--- config.mk ---
export PLATFORM = sky130hd
export DESIGN_NAME = ycbcr2rgb_csc
export DESIGN_NICKNAME = d
export VERILOG_FILES = /design/src/rtl/ycbcr2rgb_csc.sv
export SDC_FILE = /design/constraint.sdc
export NUM_CORES = 1
export LEC_CHECK = 0
export CORE_ASPECT_RATIO = 2
export CORE_MARGIN = 2
export CORE_UTILIZATION = 58
export CTS_CLUSTER_SIZE = 14
export DETAILED_ROUTE_END_ITERATION = 12
export GPL_ROUTABILITY_DRIVEN = 0
export GPL_TIMING_DRIVEN = 0
export PLACE_DENSITY = 0.84
export SYNTH_ARGS = -nofsm -noshare
export SYNTH_HDL_FRONTEND = slang
export SYNTH_SLANG_ARGS = --single-unit
export TNS_END_PERCENT = 100
--- constraint.sdc ---
create_clock -name clock -period 10.3 [get_ports clock]
set_clock_uncertainty 0.2 [all_clocks]
set_input_delay 3.09 -clock clock [delete_from_list [all_inputs] [get_ports clock]]
set_output_delay 3.09 -clock clock [all_outputs]
set_load 0.03 [all_outputs]
--- src/rtl/ycbcr2rgb_csc.sv ---
// YCbCr to RGB colour-space converter: BT.601/BT.709 limited and BT.601 full range,
// three register stages (products, rounded sums, shift+saturate) with valid/ready flow control.
module ycbcr2rgb_csc #(
    parameter int DSIZE = 8,
    parameter int MSIZE = 12
) (
    input  logic               clock,
    input  logic               reset_n,
    input  logic [1:0]         mode,
    input  logic               in_vld,
    output logic               in_rdy,
    input  logic               in_sof,
    input  logic               in_eol,
    input  logic [3*DSIZE-1:0] y_cb_cr,
    output logic               rgb_vld,
    input  logic               rgb_rdy,
    output logic               rgb_sof,
    output logic               rgb_eol,
    output logic [3*DSIZE-1:0] rgb
);

    localparam int CW = MSIZE + 3;
    localparam int AW = DSIZE + MSIZE + 4;
    localparam int VW = DSIZE + 1;

    typedef logic signed [CW-1:0] coef_t;
    typedef logic signed [AW-1:0] acc_t;
    typedef logic signed [VW-1:0] val_t;

    // Coefficients are given in thousandths; this is round-half-up of c * 2^MSIZE.
    function automatic coef_t to_coef(input int milli);
        int v;
        v = (milli * (1 << MSIZE) + 500) / 1000;
        return coef_t'(v);
    endfunction

    localparam coef_t KY_L  = to_coef(1164);
    localparam coef_t RCR_0 = to_coef(1596);
    localparam coef_t GCB_0 = to_coef(392);
    localparam coef_t GCR_0 = to_coef(813);
    localparam coef_t BCB_0 = to_coef(2017);
    localparam coef_t RCR_1 = to_coef(1793);
    localparam coef_t GCB_1 = to_coef(213);
    localparam coef_t GCR_1 = to_coef(533);
    localparam coef_t BCB_1 = to_coef(2112);
    localparam coef_t KY_F  = to_coef(1000);
    localparam coef_t RCR_2 = to_coef(1402);
    localparam coef_t GCB_2 = to_coef(344);
    localparam coef_t GCR_2 = to_coef(714);
    localparam coef_t BCB_2 = to_coef(1772);

    localparam logic [DSIZE-1:0] Y_OFF = DSIZE'(16 << (DSIZE - 8));
    localparam logic [DSIZE-1:0] C_OFF = DSIZE'(128 << (DSIZE - 8));
    localparam acc_t RND   = acc_t'(1 << (MSIZE - 1));
    localparam acc_t MAX_V = acc_t'((1 << DSIZE) - 1);

    function automatic logic [DSIZE-1:0] sat(input acc_t s);
        acc_t t;
        t = s >>> MSIZE;
        if (t[AW-1])
            return '0;
        else if (t > MAX_V)
            return '1;
        else
            return t[DSIZE-1:0];
    endfunction

    // Handshake: a pixel transfers on in_vld && in_rdy and leaves on rgb_vld && rgb_rdy;
    // the whole pipe freezes only while an output pixel is held back, so in_rdy = !stall.
    logic stall;
    logic take;
    assign stall  = rgb_vld && !rgb_rdy;
    assign in_rdy = !stall;
    assign take   = in_vld && in_rdy;

    logic [1:0] mode_q;
    logic [1:0] mode_in;
    logic [1:0] mode_eff;
    assign mode_in  = (mode == 2'd3) ? 2'd0 : mode;
    assign mode_eff = (take && in_sof) ? mode_in : mode_q;

    always_ff @(posedge clock or negedge reset_n) begin
        if (!reset_n)
            mode_q <= 2'd0;
        else if (take && in_sof)
            mode_q <= mode_in;
    end

    coef_t ky, rcr, gcb, gcr, bcb;
    always_comb begin
        ky  = KY_L;
        rcr = RCR_0;
        gcb = GCB_0;
        gcr = GCR_0;
        bcb = BCB_0;
        case (mode_eff)
            2'd1: begin
                rcr = RCR_1;
                gcb = GCB_1;
                gcr = GCR_1;
                bcb = BCB_1;
            end
            2'd2: begin
                ky  = KY_F;
                rcr = RCR_2;
                gcb = GCB_2;
                gcr = GCR_2;
                bcb = BCB_2;
            end
            default: ;
        endcase
    end

    logic [DSIZE-1:0] y_off;
    val_t y_v, cb_v, cr_v;
    assign y_off = (mode_eff == 2'd2) ? '0 : Y_OFF;
    assign y_v   = $signed({1'b0, y_cb_cr[3*DSIZE-1 -: DSIZE]}) - $signed({1'b0, y_off});
    assign cb_v  = $signed({1'b0, y_cb_cr[2*DSIZE-1 -: DSIZE]}) - $signed({1'b0, C_OFF});
    assign cr_v  = $signed({1'b0, y_cb_cr[DSIZE-1:0]}) - $signed({1'b0, C_OFF});

    logic s1_vld, s1_sof, s1_eol;
    logic s2_vld, s2_sof, s2_eol;
    acc_t p_ky, p_rcr, p_gcb, p_gcr, p_bcb;
    acc_t r_sum, g_sum, b_sum;

    always_ff @(posedge clock or negedge reset_n) begin
        if (!reset_n) begin
            s1_vld  <= 1'b0;
            s1_sof  <= 1'b0;
            s1_eol  <= 1'b0;
            p_ky    <= '0;
            p_rcr   <= '0;
            p_gcb   <= '0;
            p_gcr   <= '0;
            p_bcb   <= '0;
            s2_vld  <= 1'b0;
            s2_sof  <= 1'b0;
            s2_eol  <= 1'b0;
            r_sum   <= '0;
            g_sum   <= '0;
            b_sum   <= '0;
            rgb_vld <= 1'b0;
            rgb_sof <= 1'b0;
            rgb_eol <= 1'b0;
            rgb     <= '0;
        end else if (!stall) begin
            s1_vld  <= in_vld;
            s1_sof  <= in_vld && in_sof;
            s1_eol  <= in_vld && in_eol;
            p_ky    <= acc_t'(ky) * acc_t'(y_v);
            p_rcr   <= acc_t'(rcr) * acc_t'(cr_v);
            p_gcb   <= acc_t'(gcb) * acc_t'(cb_v);
            p_gcr   <= acc_t'(gcr) * acc_t'(cr_v);
            p_bcb   <= acc_t'(bcb) * acc_t'(cb_v);
            s2_vld  <= s1_vld;
            s2_sof  <= s1_sof;
            s2_eol  <= s1_eol;
            r_sum   <= p_ky + p_rcr + RND;
            g_sum   <= p_ky - p_gcb - p_gcr + RND;
            b_sum   <= p_ky + p_bcb + RND;
            rgb_vld <= s2_vld;
            rgb_sof <= s2_sof;
            rgb_eol <= s2_eol;
            rgb     <= {sat(r_sum), sat(g_sum), sat(b_sum)};
        end
    end

endmodule

## After elaboration in Yosys (flattened, before gate mapping)

Cells that the tools add are included.

| cells by class | value |
|---|---|
| bitwise gates (word level) | 0 |
| equality and inequality tests | 3 |
| divide/modulo/power cells | 0 |
| multiplexer cells | 14 |
| magnitude comparators | 3 |
| multiply operators | 5 |
| add/sub/neg operators | 10 |
| shift operators | 0 |
| reduce and logical (&&, ||, !) cells | 7 |

Operators by type and width:

| cell | count |
|---|---|
| 24-bit by 13-bit adder with 24-bit output (second input constant) | 3 |
| 24-bit adder | 2 |
| 8-bit 2-to-1 mux | 6 |
| 24-bit subtractor | 2 |
| 14-bit by 9-bit multiplier with 23-bit output | 2 |
| 11-bit one-hot mux with 2 select lines | 2 |
| 12-bit by 9-bit greater-than comparator with 1-bit output (second input constant) | 3 |
| 14-bit one-hot mux with 2 select lines | 1 |
| 15-bit by 9-bit multiplier with 24-bit output | 1 |
| 12-bit one-hot mux with 2 select lines | 1 |
| 13-bit by 9-bit multiplier with 22-bit output | 1 |
| 12-bit by 9-bit multiplier with 21-bit output | 1 |
| 8-bit by 8-bit subtractor with 9-bit output (second input constant) | 2 |
| 10-bit 2-to-1 mux | 1 |
| 8-bit by 5-bit subtractor with 9-bit output | 1 |
| 1-bit logical AND | 5 |
| 5-bit 2-to-1 mux | 1 |
| 2-bit == test (second input constant) | 2 |
| 2-bit 2-to-1 mux | 2 |
| 2-bit by 1-bit == test with 1-bit output (second input constant) | 1 |
| 1-bit zero test | 2 |

| word-level totals | value |
|---|---|
| output and inout bits | 28 |
| logic and storage cells | 61 |
| ROM bits | 0 |
| latch bits | 0 |
| memories | 0 |
| flip-flop bits (word level) | 227 |
| memory bits (writable) | 0 |
| input bits | 32 |

## Logic depth before layout (Yosys ltp)

| depth | value |
|---|---|
| depth in word-level cells | 10 |
| depth in mapped cells | 31 |
| mapped depth without buffers | 29 |

## Worst setup path before layout

Ideal clock, no wire load.

| timing path | value |
|---|---|
| path type | in2reg |
| start | in rgb_rdy |
| end | reg p_ky[21] |
| buffers on the path | 2 |
| stages on the path | 29 |
| setup time | 0.130 ns |
| data required time | 9.970 ns |
| data arrival time | 9.403 ns |
| path slack | 0.566 ns |
| cells stage by stage | nor2b_1 -> buf_2 -> inv_2 -> nand3_2 -> or3b_1 -> nand2_1 -> inv_1 -> ha_1 -> inv_1 -> clkbuf_1 -> ha_1 -> ha_1 -> nor3b_1 -> ha_1 -> ha_1 -> inv_1 -> fa_1 -> fa_1 -> inv_1 -> ha_1 -> ha_1 -> a21o_1 -> a21oi_1 -> nor2b_1 -> o41ai_2 -> o211ai_1 -> o211ai_1 -> xor2_1 -> o21ai_1 |

| on the way | value |
|---|---|
| cells in the longest elaborated chain, start to end | 10 |
| elaborated cells on any way between the ends | 11 |
| classes of those cells | 1 x add/sub; 1 x mul; 1 x eq/ne; 3 x mux; 5 x reduce/logical |

Ends and longest elaborated chain:

| element | line | source |
|---|---|---|
| start: declaration | 16 | `input logic rgb_rdy,` |
| 1-bit zero test * | 72 | `assign stall = rgb_vld && !rgb_rdy;` |
| 1-bit logical AND * | 72 |  |
| 1-bit zero test * | n/a |  |
| 1-bit logical AND * | 74 | `assign take = in_vld && in_rdy;` |
| 1-bit logical AND * | 80 | `assign mode_eff = (take && in_sof) ? mode_in : mode_q;` |
| 2-bit 2-to-1 mux * | n/a |  |
| named net mode_eff[0] | 78 | `logic [1:0] mode_eff;` |
| 2-bit == test * | 96, 116 |  |
| 5-bit 2-to-1 mux | 116 | `assign y_off = (mode_eff == 2'd2) ? '0 : Y_OFF;` |
| 8-bit by 5-bit subtractor with 9-bit output | 117 | `assign y_v = $signed({1'b0, y_cb_cr[3*DSIZE-1 -: DSIZE]}) - $signed({1'b0, y_off});` |
| 14-bit by 9-bit multiplier with 23-bit output * | 150 | `p_ky <= acc_t'(ky) * acc_t'(y_v);` |
| end signal: assignment | 150 |  |
| end: declaration | 123 | `acc_t p_ky, p_rcr, p_gcb, p_gcr, p_bcb;` |

Mark *: on every way through the listed nets, which the timed path passes. The rest lies on a longest branch.
A chain may end at the register's enable or synchronous reset.

## Worst setup path after layout

| timing path | value |
|---|---|
| start | in rgb_rdy |
| end | reg p_gcr[20] |

| on the way | value |
|---|---|
| cells in the longest elaborated chain, start to end | 9 |
| elaborated cells on any way between the ends | 10 |
| classes of those cells | 1 x mul; 2 x eq/ne; 2 x mux; 5 x reduce/logical |

Ends and longest elaborated chain:

| element | line | source |
|---|---|---|
| 1-bit zero test * | 72 |  |
| 1-bit logical AND * | 72 |  |
| 1-bit zero test * | n/a |  |
| 1-bit logical AND * | 74 |  |
| 1-bit logical AND * | 80 |  |
| 2-bit 2-to-1 mux * | n/a |  |
| named net mode_eff[1] | 78 |  |
| 2-bit == test / 2-bit by 1-bit == test with 1-bit output (equally long branches) | 96 | `case (mode_eff)` |
| 11-bit one-hot mux with 2 select lines * | 96 |  |
| 13-bit by 9-bit multiplier with 22-bit output * | 153 | `p_gcr <= acc_t'(gcr) * acc_t'(cr_v);` |
| end signal: assignment | 153 |  |
| end: declaration | 123 |  |

Marks and branches as above.

==> flow_metrics.tcl <==
set metrics [dict create \
    antenna_found_initial 0 \
    critPathRequiredTime_ns 10.42 \
    worstSetupStartpointType "input port" \
    start_util_pct 58.7 \
    synth_flop_cell "dfrtp_1" \
    io_pins 60 \
    crit_path_end_kind "register" \
    worstMarginPinSlew_ns 0.888 \
    dp_hpwl_mm 56.9 \
    first_pass_iters 6 \
    n_antenna_cell 0 \
    relSlewSlack_pct 40.8 \
    h-tree-depth 4 \
    cpPeakStageDelay_ns 0.70 \
    clock.fmax_mhz 98.8 \
    grt_pass1_wl_mm 108 \
    drv_cap 0 \
    grt_use_total_pct 33.6 \
    avgRoutedWirePerCell_um 21.7 \
    finalSetupViolCount 0 \
    ys_ff_latch 169 \
    finalCritPeriodShare_pct 98.3 \
    die_h_um 289 \
    ys_seq_area_share_pct 17.9 \
    synth_cells 2530 \
    synth_compound_area_share_pct 10.5 \
    synth_edf_count 0 \
    layout-drive-gt1-share_pct 3.81 \
    ys_warn_count 0 \
    synthArstFlopShare_pct 100 \
    die_x_um 147 \
    die_area_mm2 0.0424 \
    cts_tree "built" \
    num_vias 18600 \
    drc_errors 0 \
    worstSetupPathType "input port to register" \
    yosys.area_share.adder_pct 47.0 \
    postLayoutCellArea_mm2 0.0256 \
    cpMostUsedCell "fa_1" \
    grt_pass1_vias 20600 \
    final_nets 3366 \
    synth-simple-area-share_pct 11.1 \
    outcome "finished, final reports clean" \
    ant_nets 0 \
    fin_ws_ns 0.179 \
    rows 104 \
    syn_to_final_growth_pct 8.62 \
    cts_sinks 169 \
    synth_top_family_by_area "adder cells" \
    slew_viol_final 0 \
    grt_max_degree 129 \
    netlist_area_mm2 0.0236 \
    clockBufferDepth 2 \
    io_buffers 59 \
    synth_xor_area_share_pct 4.15 \
    hp-class "register to register" \
    hold_viol_final 0 \
    place_area_mm2 0.0249 \
    rsz0062_at_grt "false" \
    yosysUniqueCellTypes 85 \
    synth.avg_cell_area_um2 9.33 \
    clock_latency_ns 0.45 \
    cp_max_fo 10 \
    cts-root-buf "clkbuf_16" \
    place_ws_ns -1.35 \
    core_area_mm2 0.0402 \
    globalRoute.totalOverflow 0 \
    path_clk_slew_ns 0.06 \
    initialDrtViolationCount 1070 \
    synth.area.mux_share_pct 0.138 \
    fill_cells 3060 \
    crit_arrival_ns 10.24 \
    post-route-min-period_ns 10.12 \
    viasPerCell 5.89 \
    crit_slowest_cell "fa_2" \
    wl_mm 68.3 \
    cts_buffers 17 \
]
[worst paths after layout]
| check | endpoint | cells after the start | slack (ns) | startpoint |
|---|---|---|---|---|
| max | p_gcr[20]$_DFFE_PN0N_ | 25 | 0.18 | rgb_rdy |
| min | s1_eol$_DFFE_PN0N_ | 2 | 0.27 | s1_eol$_DFFE_PN0N_ |
| max reg2reg | p_gcr[20]$_DFFE_PN0N_ | 24 | 2.87 | rgb_vld$_DFFE_PN0N_ |
| min reg2reg | s1_eol$_DFFE_PN0N_ | 2 | 0.27 | s1_eol$_DFFE_PN0N_ |
| max in group asynchronous | p_ky[10]$_DFFE_PN0N_ | 2 | 6.59 | reset_n |
| min in group asynchronous | rgb_eol$_DFFE_PN0N_ | 1 | 2.32 | reset_n |
[worst max-delay path: cells and delay by family]
family	cells	cell delay, ns
xor gates and xnor gates	1	0.24
adders and majority gates	7	2.97
buffers and inverters	6	1.41
AOI/OAI and AO/OA	4	0.80
and+or+nand+nor	7	1.70
[per-layer routing]
layer	track usage (%)	vias to the layer above	wire length, um
li1	-	8341	-
met1	32.3	8989	21900
met4	31.6	0	7790
met3	5.56	398	3860
met2	60.3	861	34800
met5	0	-	0
[layout by cell type (no fill, tap or decap), types with 18 or more instances in the layout]
master / instances
clkbuf_1: 31
o21ai_1: 31
nand2b_1: 30
xor2_1: 53
a21o_1: 33
clkdlybuf4s50_1: 58
nand2_1: 222
fa_1: 278
o21ai_0: 53
dfrtp_1: 169
and2_1: 18
a21oi_1: 124
nor2_1: 160
nor2b_1: 27
nand3_1: 25
o31ai_1: 30
xnor2_1: 58
inv_1: 502
ha_1: 439
[per-stage QoR]
stage	hold slack [ns]	util, %	TNS [ns]	instances
floorplan	0.230	-	0	2532
global placement	0.242	61.9	-158.25	3121
detailed placement	0.256	62.0	-55.97	3123
CTS	0.270	63.5	-0.00951	3150
global route	0.297	63.8	0	3154
finish	0.268	63.8	0	3154
[repair_timing]
action / in CTS / in global routing
resized for setup: 19 / 22
setup buffers: 0 / 5
endpoints found under the setup margin: 58 / 36
hold buffers: 0 / 0
pin swaps: 0 / 3
[layout make-up]
type	count	area, um^2	share of cell area (%)
Multi-Input combinational cell	1795	17300	67.5
Buffer	56	262	1.02
Clock inverter	7	120	0.468
Sequential cell	169	4230	16.5
Inverter	509	1920	7.50
Tap cell	530	663	2.59
Timing Repair Buffer	66	672	2.62
Clock buffer	22	464	1.81
[state kept, by name, indices dropped and copies added (netlist names)]
register and count:
rgb 24, p_gcr 22, p_gcb 21, p_bcb 19, p_ky 18, p_rcr 18, b_sum 12, g_sum 12
r_sum 12, mode_q 2, rgb_eol 1, rgb_sof 1, rgb_vld 1, s1_eol 1, s1_sof 1, s1_vld 1
s2_eol 1, s2_sof 1, s2_vld 1
[cells by family (layout without fill, tap and decap cells)]
group,Yosys count,count (layout)
DFF,169,169
AOI/OAI and AO/OA,386,386
other,2,4
adders and majority gates,720,720
buffers and inverters,568,660
xor gates and xnor gates,112,112
muxes,3,3
and+or+nand+nor,570,570
[synthesized netlist by cell type (6+ instances only)]
cell type	instances	share of area, %
inv_1	505	8.0
ha_1	441	23
fa_1	279	24
nand2_1	224	3.6
dfrtp_1	169	18
nor2_1	163	2.6
a21oi_1	125	2.6
xnor2_1	58	2.2
o21ai_0	54	1.1
xor2_1	54	2.0
clkbuf_1	35	0.56
a21o_1	33	1.0
nand2b_1	31	0.82
o21ai_1	30	0.64
o31ai_1	30	0.95
nor2b_1	28	0.74
nand3_1	25	0.53
and2_1	18	0.48
o21bai_1	17	0.54
a31oi_1	16	0.42
buf_1	16	0.25
nor3_1	16	0.34
a211oi_1	14	0.45
o21a_1	11	0.35
or3_1	10	0.26
and3_1	9	0.24
o211ai_1	9	0.29
nand4_1	7	0.19
nand3b_1	6	0.19
Power is left out: the tool's default activity adds up to more than one toggle a clock period on the data nets, which glitch-free logic cannot reach.
==> variant (config.mk and constraints unchanged) <==
Set the parameter `MSIZE` to 13 (it was 12).
--- a/src/rtl/ycbcr2rgb_csc.sv
+++ b/src/rtl/ycbcr2rgb_csc.sv
@@ -2,7 +2,7 @@
 // three register stages (products, rounded sums, shift+saturate) with valid/ready flow control.
 module ycbcr2rgb_csc #(
     parameter int DSIZE = 8,
-    parameter int MSIZE = 12
+    parameter int MSIZE = 13
 ) (
     input  logic               clock,
     input  logic               reset_n,
Behaviour: not the same (Yosys sat finds a counterexample within 4 cycles, from zero or initial values and one cycle with reset_n low).
==> variant against the unedited design <==
Design area rose by 14%. Count of clock-buffer cells in the layout fell by 4. Wire length rose by 18%. Synthesized area rose by 14%. Sequential cell count rose by 19. Worst setup slack got worse by 31 ps. Non-clock buffer count rose by 27. Critical endpoint is now p_rcr[23].
Power is left out: the tool's default activity adds up to more than one toggle a clock period on the data nets, which glitch-free logic cannot reach.
==> variant: results (changes against the unedited design) <==
| Metric | Value |
|---|---|
| FF/Latch Area | 4700 sq um (+11%) |
| CP max stage delay | 520 ps (-180 ps) |
| Largest net degree at the start of global routing | 112 (-13%) |
| First-pass GRT wire length | 126000 microns (+16%) |
| Total track usage | 34.9% (+1.3 points) |
| DR vias/cell | 6.05 (+2.7%) |
| Top reg by flops | p_bcb |
| Post-synthesis compound-gate area fraction | 10.7% (+0.18 points) |
| Synth async-reset ratio | 100% (unchanged) |
| Routed vias | 21600 (+16%) |
| Max reg flops | 25 (+4.2%) |
| Mapped Cells | 2889 (+14%) |
| CP max stage cell | o41ai_2 |
| # fillers | 3500 (+14%) |
| First-pass DRT Iterations | 12 (+6) |
| Layout cells sized above 1 | 4.07% (+0.25 points) |
| DP Cell Count | 3514 (+13%) |
| CP endpoint | p_rcr[23] |
| Number of global-route vias before repair | 23900 (+16%) |
| Detailed Place HPWL | 65800 microns (+16%) |
| Hold Path Class | flip-flop to flip-flop |
| Synth Area in Adders | 48.0% (+0.93 points) |
| Synth top cells by count | inv_1, ha_1, fa_1 |
| WL per Instance | 22.6 microns (+4.4%) |
| Placed cell areas | 28200 sq um (+13%) |
| Initial DRC Count | 1591 (+49%) |
| Reg2Reg Setup Slack | 2790 ps (-80 ps) |
| Worst slew pin tran | 1070 ps (+183 ps) |
| Nets@finish | 3857 (+15%) |
| Clock latency at the later pin of the worst-skew pair | 470 ps (+20 ps) |
| Netlist cell types | 65 (-24%) |
| Post-Synth XOR/XNOR Area | 3.65% (-0.51 points) |
| Worst reg2reg endpoint | p_rcr[23] |
| Outcome | complete, no violations |
| Worst-case reg-to-reg path depth | 25 (+4.2%) |
| Seq/Total Area, Yosys | 17.5% (-0.41 points) |
| Top FF cell, synth | dfrtp_1 |
| Data arrival, critical path | 10310 ps (+70 ps) |
## variant: cell types whose count changed after synthesis, sizes merged, moves of 20 or more
cell / before / now
inv: 509 / 599
ha: 441 / 515
fa: 279 / 322
nand2: 225 / 254
o21ai: 86 / 111
clkbuf: 36 / 56
## variant: final cells by class
cell class / instances / area share, %
Multi-Input combinational cell: 2033 / 68.0
Timing Repair Buffer: 82 / 2.70
Sequential cell: 188 / 16.1
Inverter: 599 / 7.72
Clock inverter: 14 / 0.535
Tap cell: 565 / 2.42
Clock buffer: 18 / 1.47
Buffer: 67 / 1.04
## variant: worst min-delay path: stages, from the launching register on
cell	delay, ps
dfrtp_1	350
nand2_1	50
nand2_1	50
## variant: what timing repair did
action | CTS | global route
setup endpoints to repair | 76 | 33
buffers inserted | 5 | 17
hold endpoints to repair | 0 | 0
gates resized for setup | 46 | 35
pin swaps | 5 | 8
## variant: worst min-delay path by stage
| stage | startpoint | to | cells after the start |
|---|---|---|---|
| finish | rgb_eol | rgb_eol | 2 |
| global route | rgb_sof | rgb_sof | 2 |
| CTS | rgb_eol | rgb_eol | 2 |
| detailed placement | rgb_eol | rgb_eol | 2 |
| global placement | s2_eol | s2_eol | 2 |
| floorplan | s2_vld | s2_vld | 2 |
## variant: kinds of logic (layout without fill, tap and decap cells)
group | Yosys count | after routing
compound gates | 457 | 457
fa+ha+maj | 837 | 837
xor+xnor | 112 | 112
flops | 188 | 188
other cells | 2 | 2
buf+inv | 668 | 780
simple gates | 615 | 615
mux | 10 | 10
## variant: per-stage QoR
| step | hold WS (ps) | util [%] | worst slack [ps] | setup TNS (ps) |
|---|---|---|---|---|
| 6_report | 272 | 63.8 | 148 | 0 |
| 5_1_grt | 311 | 63.8 | -81.5 | -157 |
| 4_1_cts | 270 | 63.3 | 12.2 | 0 |
| 3_5_place_dp | 255 | 61.6 | -2960 | -113980 |
| 3_3_place_gp | 249 | 61.5 | -2760 | -356020 |
| 2_1_floorplan | 230 | - | 59.9 | 0 |
## variant: metal layers
metal / track usage (%) / vias to the layer above / share of wire, %
li1: - / 9560 / -
met1: 33.7 / 10500 / 32
met2: 62.2 / 1039 / 50
met3: 6.07 / 483 / 6.1
met4: 31.6 / 0 / 12
met5: 0 / - / 0
